<file path="config.mk">
export PLATFORM = sky130hd
export DESIGN_NAME = jtcps1_vram_arb
export DESIGN_NICKNAME = d
export VERILOG_FILES = /design/src/rtl/jtcps1_vram_arb.sv
export SDC_FILE = /design/constraint.sdc
export NUM_CORES = 1
export LEC_CHECK = 0
export CAP_MARGIN = 20
export CORE_UTILIZATION = 25
export DETAILED_ROUTE_END_ITERATION = 16
export DONT_BUFFER_PORTS = 1
export SLEW_MARGIN = 20
export SYNTH_ARGS = -nofsm -noshare
export SYNTH_HDL_FRONTEND = slang
export SYNTH_SLANG_ARGS = --single-unit
</file>
<file path="constraint.sdc">
create_clock -name clk -period 2.5 [get_ports clk]
set_input_delay 0.5 -clock clk [delete_from_list [all_inputs] [get_ports clk]]
set_output_delay 0.5 -clock clk [all_outputs]
set_load 0.01 [all_outputs]
</file>
<file path="src/rtl/jtcps1_vram_arb.sv">
// CPS1 video DMA arbiter: shares the VRAM read port among four fetchers and runs the CPU BR/BG handshake.
// Optional bus-grant watchdog is built when JTCPS1_VRAM_ARB_WDOG_EN is defined.
module jtcps1_vram_arb #(
    parameter int AW   = 17,
    parameter int WDOG = 1023
) (
    input  logic          clk,
    input  logic          rst,
    input  logic [3:0]    req,
    input  logic [4*AW-1:0] req_addr,
    output logic [15:0]   rd_data,
    output logic [3:0]    rd_ok,
    output logic          br,
    input  logic          bg,
    output logic [AW-1:0] vram_addr,
    output logic          vram_cs,
    input  logic [15:0]   vram_data,
    input  logic          vram_ok,
    output logic          rfsh_en,
    output logic          wdog_err
);

    typedef enum logic [2:0] {IDLE, BUSREQ, SELECT, READ, RELEASE} state_t;

    state_t        state_q;
    logic          br_q, cs_q, rfsh_q, first_q, retry_q;
    logic [1:0]    idx_q;
    logic [AW-1:0] addr_q;
    logic [15:0]   data_q;
    logic [3:0]    ok_q;
    logic [1:0]    win_d;
    logic [AW-1:0] win_addr_d;

    // Fixed priority: lowest index wins.
    always_comb begin
        win_d = 2'd0;
        for (int n = 3; n >= 0; n--) begin
            if (req[n]) win_d = 2'(n);
        end
        win_addr_d = req_addr[win_d*AW +: AW];
    end

`ifdef JTCPS1_VRAM_ARB_WDOG_EN
    localparam int CW = $clog2(WDOG + 1);
    logic [CW-1:0] cnt_q;
    logic          err_q;
    logic          wdog_hit;

    assign wdog_hit = (state_q == BUSREQ) && !bg && (cnt_q == CW'(WDOG - 1));

    always_ff @(posedge clk or posedge rst) begin
        if (rst) begin
            cnt_q <= '0;
            err_q <= 1'b0;
        end else begin
            cnt_q <= (state_q == BUSREQ && !bg) ? cnt_q + 1'b1 : '0;
            if (wdog_hit) err_q <= 1'b1;
        end
    end
    assign wdog_err = err_q;
`else
    logic wdog_hit;
    logic unused_wdog;
    assign wdog_hit    = 1'b0;
    assign unused_wdog = (WDOG == 0);
    assign wdog_err    = 1'b0;
`endif

    always_ff @(posedge clk or posedge rst) begin
        if (rst) begin
            state_q <= IDLE;
            br_q    <= 1'b0;
            cs_q    <= 1'b0;
            rfsh_q  <= 1'b1;
            first_q <= 1'b0;
            retry_q <= 1'b0;
            idx_q   <= 2'd0;
            addr_q  <= '0;
            data_q  <= '0;
            ok_q    <= '0;
        end else begin
            ok_q <= '0;
            case (state_q)
                IDLE: begin
                    if (|req) begin
                        state_q <= BUSREQ;
                        br_q    <= 1'b1;
                        rfsh_q  <= 1'b0;
                    end
                end
                BUSREQ: begin
                    if (bg) begin
                        state_q <= SELECT;
                    end else if (wdog_hit) begin
                        br_q    <= 1'b0;
                        state_q <= RELEASE;
                    end
                end
                SELECT: begin
                    // A read aborted by grant loss is reissued before re-arbitrating.
                    if (retry_q && req[idx_q]) begin
                        cs_q    <= 1'b1;
                        first_q <= 1'b1;
                        retry_q <= 1'b0;
                        state_q <= READ;
                    end else if (|req) begin
                        idx_q   <= win_d;
                        addr_q  <= win_addr_d;
                        cs_q    <= 1'b1;
                        first_q <= 1'b1;
                        retry_q <= 1'b0;
                        state_q <= READ;
                    end else begin
                        br_q    <= 1'b0;
                        retry_q <= 1'b0;
                        state_q <= RELEASE;
                    end
                end
                READ: begin
                    if (!bg) begin
                        cs_q    <= 1'b0;
                        retry_q <= 1'b1;
                        state_q <= BUSREQ;
                    end else if (first_q) begin
                        first_q <= 1'b0;
                    end else if (vram_ok) begin
                        cs_q    <= 1'b0;
                        state_q <= SELECT;
                        if (req[idx_q]) begin
                            data_q      <= vram_data;
                            ok_q[idx_q] <= 1'b1;
                        end
                    end
                end
                RELEASE: begin
                    if (!bg) begin
                        state_q <= IDLE;
                        rfsh_q  <= 1'b1;
                    end
                end
                default: state_q <= IDLE;
            endcase
        end
    end

    // Gating with bg lets the strobe fall in the same cycle the grant goes away.
    assign vram_cs   = cs_q & bg;
    assign vram_addr = addr_q;
    assign br        = br_q;
    assign rd_data   = data_q;
    assign rd_ok     = ok_q;
    assign rfsh_en   = rfsh_q;

endmodule

</file>
[After elaboration in Yosys (flattened, before gate mapping)]
Index checks and enable logic that the tools add are counted.
Word-level totals
  flip-flop bits (word level): 47
  bits in latches: 0
  memory bits (writable): 0
  bits in read-only memories: 0
  input port bits: 92
  memories kept: 0
Cells by class
  add/subtract/negate cells: 0
  multiply operators: 1
  divide/modulo/power cells: 0
  order comparisons: 2
  eq/ne operators: 14
  shifts and indexed selects: 1
  multiplexer cells: 37
  bitwise logic cells: 3
  reductions and logical operators: 15
Operators by type and width (count)
  variable part select 68 x 8 -> 17 bit: 1
  2-to-1 mux 3 bit: 8
  2-to-1 mux 4 bit: 5
  case mux 3 bit (5 select lines): 1
  inequality test 2 bit, second input constant: 7
  2-to-1 mux 1 bit: 12
  case mux 1 bit (2 select lines): 5
  AND reduction 5 bit: 2
  inequality test 3 bit, second input constant: 3
  AND reduction 3 bit: 3
  2-to-1 mux 2 bit: 4
  AND reduction 4 bit: 2
  multiplier 2 x 5 -> 7 bit, second input constant: 1
  == test 3 x 2 -> 1 bit, second input constant: 2
  nonzero test 2 bit: 3
  OR reduction 4 bit: 1
  == test 3 x 1 -> 1 bit, second input constant: 1
  == test 3 bit, second input constant: 1
  zero test 3 bit: 1
  less-than comparator 2 x 3 -> 1 bit, second input constant: 1
  binary-select mux 1 bit (select 2 bit): 1
  demux 1 bit (select 2 bit): 1
  greater-or-equal comparator 2 x 1 -> 1 bit, second input constant: 1
  logical AND 1 bit: 2
  3 further kinds: 4

[Longest topological paths before layout]
Gate-level depths: netlist of run 1.
  depth in word-level cells: 9
  mapped depth: 6

[Worst setup path before layout of run 1]
OpenSTA, ideal clock, no wires.
  kind: input-to-reg
  start: in req[3]
  end: reg addr_q[0], in the netlist vram_addr[0]
  data arrival time: 2.193 ns
  required time: 2.375 ns
  slack: 0.182 ns
  cell stages on the path: 4
  path buffers: 1
  cell sequence: mux4_2 a2111oi_4 buf_6 mux2_2
Between the ends
  word-level cells in the longest chain between the ends: 6
Ends and longest elaborated chain
  start, declared: RTL line 9  | input logic [3:0] req,
  2-to-1 mux 2 bit (4 in a row): RTL line 38  | if (req[n]) win_d = 2'(n);
  multiplier 2 x 5 -> 7 bit: RTL line 40  | win_addr_d = req_addr[win_d*AW +: AW];
  variable part select 68 x 8 -> 17 bit: RTL line 40
  end signal, assigned: RTL line 108  | addr_q <= win_addr_d;
  end, declared: RTL line 28  | logic [AW-1:0] addr_q;
Several ways; a longest one is shown, not always the timed one. The select of a mux whose other input is x is not followed.
A chain may end at the register's enable or synchronous reset.

[Worst setup path in the final report of run 1]
  start: reg idx_q[1]
  end: reg addr_q[3], in the netlist vram_addr[3]
Between the ends
  word-level cells in the longest chain between the ends: 5
Ends and longest elaborated chain
  start, declared: RTL line 27  | logic [1:0] idx_q;
  start signal, assigned: RTL line 107  | idx_q <= win_d;
  binary-select mux 1 bit (select 2 bit): RTL line 101  | if (retry_q && req[idx_q]) begin
  2-to-1 mux 1 bit (implied by the code): RTL line 101
  logical AND 1 bit: RTL line 101
  NOT 1 bit (no source line)
  AND reduction 3 bit (no source line)
Every way passes these cells. The select of a mux whose other input is x is not followed.

==> results of run 1 <==
state kept, by name, summed over array words and instances (netlist names):
register	flops
br	1
rd_ok	4
rfsh_en	1
rd_data	16
state_q	3
retry_q	1
cs_q	1
first_q	1
vram_addr	17
idx_q	2
per-stage QoR:
stage | hold WS [ps] | total power [mW] | utilization
6_report | 65.0 | 2.49 | 0.288
5_1_grt | 77.4 | 2.67 | 0.288
4_1_cts | 65.8 | 2.55 | 0.288
3_5_place_dp | 400 | 2.07 | 0.279
3_3_place_gp | 389 | 2.04 | 0.279
2_1_floorplan | 461 | 1.91 | -
power by group:
| part | switching [mW] | leakage, nW | internal [mW] |
|---|---|---|---|
| logic | 0.211 | 0.406 | 0.356 |
| clock network | 0.258 | 0.0412 | 0.196 |
| registers | 0.382 | 0.574 | 1.09 |
| total | 0.851 | 1.02 | 1.64 |
layout make-up:
type	instances	area share
flip-flops and latches	47	0.462
repair buffers	6	0.0275
well taps	108	0.0530
clock buffers	6	0.0285
inverters	5	0.00736
clock inverters	2	0.00491
multi-input cells	101	0.417
layer usage:
layer / vias to the layer above / global-route usage / wire length (µm)
met4: 0 / 0.0280 / 29
met5: - / 0 / 0
li1: 603 / - / -
met3: 2 / 0.0351 / 400
met2: 77 / 0.192 / 2670
met1: 686 / 0.115 / 1740
worst max path at each step:
stage,from,slack (ps),cells after the start,to
after floorplan,req[3],180,4,vram_addr[0]
after global placement,req[3],400,4,vram_addr[3]
after detailed placement,req[3],350,4,vram_addr[8]
after CTS,idx_q[1],370,4,vram_addr[3]
after global routing,idx_q[1],320,4,vram_addr[5]
final,idx_q[1],390,4,vram_addr[3]
critical path: stages, from the launching register on:
cell and delay (ps):
dfrtp_1 430, mux4_2 580, a2111oi_4 420, buf_12 210
mux2_2 340
logic make-up after synthesis:
group / synth area share
buffers and inverters: 0.0309
other: 0.00162
DFF: 0.510
AOI/OAI and AO/OA: 0.0439
and+or+nand+nor: 0.0726
muxes: 0.341
synth_stat cells, types with 2 or more instances:
library cell,n,area [µm²]
inv_1,5,18.8
nor2_1,11,41.3
buf_2,2,10.0
mux2_2,33,372
nand2_1,6,22.5
nor2b_1,2,12.5
nor3_1,6,30.0
a21oi_1,5,25.0
clkbuf_1,4,15.0
o21ai_0,4,20.0
nand2b_1,2,12.5
dfrtp_1,46,1150
mux4_2,18,405
==> summary.md, run 1 <==
| Metric | Value |
|---|---|
| Failing checks | `DRC` |
| Global route overflow | `0` |
| Via/cell ratio | `4.97` |
| LEAKAGE | `1.02 nW` |
| Register area | `between 1000 and 1500 µm²` |
| Area of the die | `a little under 10,000 µm²` |
| DPL Wire Length | `~3.6 mm` |
| Crit Reg-Reg Startpoint | `idx_q[1]` |
| First drt pass iteration count | `9` |
| Initial Util | `0.261` |
| Worst R2R Setup Slack | `390 ps` |
| Final Hold Vio Count | `0` |
| Synth Flop Type | `dfrtp_1` |
| Setup_tns | `0 ps` |
| WL final | `approximately 4.8 mm` |
| Share of layout cells above drive strength 1 | `0.413` |
| Commonest non-fill, non-tap cells in the layout | `46 x dfrtp_1, 33 x mux2_2, 18 x mux4_2` |
| Most common cell after layout, fill and taps aside | `dfrtp_1` |
| Multi-input gate area | `1060 µm²` |
| Syn_area_per_cell | `roughly 14 µm²` |
| Tmin final | `between 2000 and 2500 ps` |
| Number of global-route vias before repair | `1,517` |
| Max-cap viol count | `0` |
| Synthesis-to-layout area growth | `10.5%` |
| Worst Reg-to-Reg Cells | `4` |
| Clock transition at path regs | `90 ps` |
| Fin. max-slew vios | `0` |
| Maximum clock frequency | `0.474 GHz` |
| RSZ-0062 raised after global routing | `no` |
| Period Utilization, post-route | `0.844` |
| Total track usage | `0.105` |
| Wire per inst | `17.6 µm` |
| CORE AREA | `8850 µm²` |
| Outcome | `finished, violations left` |
| Number of synthesized flops with an enable pin | `0` |
| Row count | `34` |
| GP Congestion | `0.689` |
| Pin count of the biggest net entering global routing | `30` |
| Cell count after synthesis | `162` |
| Initial DRC count | `19` |
| Synth warnings | `0` |
| Initial antenna violation count | `0` |
| Clock Tree Root | `clkbuf_8` |
| CTS tree | `done` |
| Die X | `slightly below 100 µm` |
| Postcts setup bufs | `0` |
| Crit path max fanout | `19` |
| ANT nets after route | `0` |
| CTS resizes | `0` |
| Maximum buffer depth of the clock tree | `2` |
| Worst path arrival time | `2290 ps` |
| Post-route setup slack | `just under 400 ps` |
| IO Port Bufs | `0` |
| Design area | `2550 µm²` |
| Nets | `approximately 260` |
| Final setup fails | `0` |
| Filler cells | `between 900 and 1,000` |
| Max VDD drop | `0.260 mV` |
| Worst slack, placed | `355 ps` |
| Critical path class | `reg -> reg` |
| Layout Cells excl Fill | `275` |
| Distinct cells, synth | `31` |
| Vias | `between 1,000 and 1,500` |
| I/O pins | `133` |
| First-pass GRT wire length | `7.78 mm` |
| CTS Sinks | `47` |
| DIE HEIGHT | `98.1 µm` |
| Syn_nets | `roughly 250` |
| Hold buffers post-CTS | `0` |
| Hold WC Path Type | `in -> async` |
| Post-DP Area | `2460 µm²` |
| Sequential area share after synthesis | `0.510` |
| Final Skew | `approximately 9.2 ps` |
| Htree depth | `2` |
| Synthesized area | `2310 µm²` |
| Yosys reg bits | `47` |
| PwrDens | `976 nW/µm²` |
| DRC | `5` |
| Post-synth ARST share | `1.00` |
| Antenna diodes | `0` |
| Placed Cells incl. Taps | `267` |
| Crit end category | `register` |
| Cts bufs inserted | `5` |
| FF-to-FF End | `vram_addr[3]` |
| WP data required | `2680 ps` |
| Later-pin clock latency in the skew report | `300 ps` |
| Crit start category | `register` |
(Power assumes the default switching activity.)
==> run 2: changes to the inputs <==
- clock period: 2.5 -> 2.12 ns (I/O delays scaled with it)
==> run 2 against run 1 <==
Net effect: fmax grew 4.6%; non-clock buffer count grew 3; critical path depth is the same; flip-flop and latch count is the same; clock power grew 52%; routed wire length grew 8.0%; the flow still finishes with violations (DRC); register-to-register slack lost 290 ps; largest power group unchanged.
==> summary.md, run 2 (synthesis gave the netlist of run 1 again) <==
| Metric | Value |
|---|---|
| Maximum clock frequency | `0.496 GHz` |
| Worst slack, placed | `roughly 66 ps` |
| CTS resizes | `0` |
| Part of the power in registers | `0.546` |
| Final hold slack | `159 ps` |
| I/O pins | `133` |
| Share of layout cells above drive strength 1 | `0.429` |
| First drt pass iteration count | `12` |
| Row count | `34` |
| Crit path max fanout | `19` |
| Number of global-route vias before repair | `about 1,500` |
| Logic pwr share | `0.238` |
| DRC | `6` |
| Maximum buffer depth of the clock tree | `2` |
| CTS tree | `done` |
| Crit start category | `register` |
| Antenna diodes | `0` |
| Period Utilization, post-route | `0.951` |
| Clk pwr share | `0.216` |
| Critical path class | `reg -> reg` |
| Slew @ Worst Pin | `608 ps` |
| Synthesis-to-layout area growth | `15.0%` |
| Clock transition at path regs | `about 90 ps` |
| IO Port Bufs | `0` |
| RSZ-0062 raised after global routing | `no` |
| Final setup fails | `0` |
| Final Skew | `about 9.2 ps` |
| Pin count of the biggest net entering global routing | `48` |
| ANT nets after route | `0` |
| Design area | `2650 µm²` |
| Area of the die | `around 9600 µm²` |
| Die X | `98.1 µm` |
| Postcts setup bufs | `0` |
| Outcome | `finished, violations left` |
| DIE HEIGHT | `98.1 µm` |
| CTS Sinks | `47` |
| Nets | `261` |
| Wire per inst | `18.8 µm` |
| Vias | `1,413` |
| Max-cap viol count | `0` |
| Switching pwr | `roughly 1.0 mW` |
| Fin. max-slew vios | `0` |
| Slew HR | `0.594` |
| Post-route setup slack | `103 ps` |
| LEAKAGE | `1.09 nW` |
| Clock Tree Root | `clkbuf_8` |
| Crit end category | `register` |
| Post-layout util | `0.300` |
| Via/cell ratio | `slightly above 5` |
| CORE AREA | `roughly 8800 µm²` |
| Tmin final | `2020 ps` |
| Initial antenna violation count | `0` |
| Most common cell after layout, fill and taps aside | `dfrtp_1` |
| Hold buffers post-CTS | `0` |
| Max reg flops | `17` |
| Initial DRC count | `34` |
| Final Hold Vio Count | `0` |
| Global route overflow | `0` |
| WP data required | `2310 ps` |
| First-pass GRT wire length | `8.26 mm` |
| PwrDens | `1200 nW/µm²` |
| Commonest non-fill, non-tap cells in the layout | `46 x dfrtp_1, 25 x mux2_2, 18 x mux4_2` |
| GP Congestion | `0.703` |
| Worst path arrival time | `2200 ps` |
| Cts bufs inserted | `5` |
| WL final | `5.23 mm` |
| Max VDD drop | `0.467 mV` |
| Failing checks | `DRC` |
| Hold WC Path Type | `in -> async` |
| Switch share | `0.327` |
| Int Pwr | `between 2 and 2.5 mW` |
| Post-DP Area | `roughly 2500 µm²` |
| DPL Wire Length | `3.93 mm` |
| Total track usage | `0.113` |
| Initial Util | `0.261` |
| Htree depth | `2` |
| Later-pin clock latency in the skew report | `290 ps` |
[run 2: changes by cell type in the layout (fill, tap and decap cells not counted), sizes merged]
cell,previous run,this run
clkinvlp,1,0
bufinv,0,1
buf,6,9
[run 2: stage by stage]
stage | total power, mW | TNS [ps] | instances
finish | 3.19 | 0 | 278
global route | 3.40 | 0 | 278
CTS | 3.25 | 0 | 278
detailed placement | 2.54 | 0 | 270
global placement | 2.50 | 0 | 270
floorplan | 2.31 | -571 | 162
[run 2: worst paths after layout]
kind	slack, ps	cells after the start	start	to
setup / recovery	100	4	idx_q[1]	vram_addr[9]
hold reg to reg	510	2	rfsh_en	rfsh_en
min in group clk	280	1	vram_data[8]	rd_data[8]
hold / removal	160	2	rst	rd_data[9]
setup reg to reg	100	4	idx_q[1]	vram_addr[9]
max in group asynchronous	1550	2	rst	br
[run 2: per-layer routing]
layer,vias to the layer above,GRT usage,share of wire
met5,-,0,0
met4,0,0.0315,0.0073
met3,2,0.0401,0.089
met2,73,0.209,0.54
met1,730,0.121,0.36
li1,608,-,-
[run 2: power by group through the flow]
stage | Clock (mW) | Combinational [mW] | Sequential (mW)
after floorplan | 0 | 0.652 | 1.66
after global placement | 0 | 0.741 | 1.76
after detailed placement | 0 | 0.775 | 1.77
after CTS | 0.725 | 0.774 | 1.75
after global routing | 0.755 | 0.843 | 1.80
final | 0.690 | 0.758 | 1.74
[run 2: critical path: stages, from the launching register on]
cell       delay [ps]
dfrtp_1           380
mux4_2            570
a2111oi_4         380
buf_12            230
mux2_2            350
[run 2: area by class of cell]
type / instances / area [µm²]
Fill cell: 908 / 6190
Multi-Input combinational cell: 101 / 1100
Timing Repair Buffer: 9 / 105
Inverter: 5 / 18.8
Clock inverter: 2 / 35.0
Tap cell: 108 / 135
Sequential cell: 47 / 1180
Clock buffer: 6 / 82.6
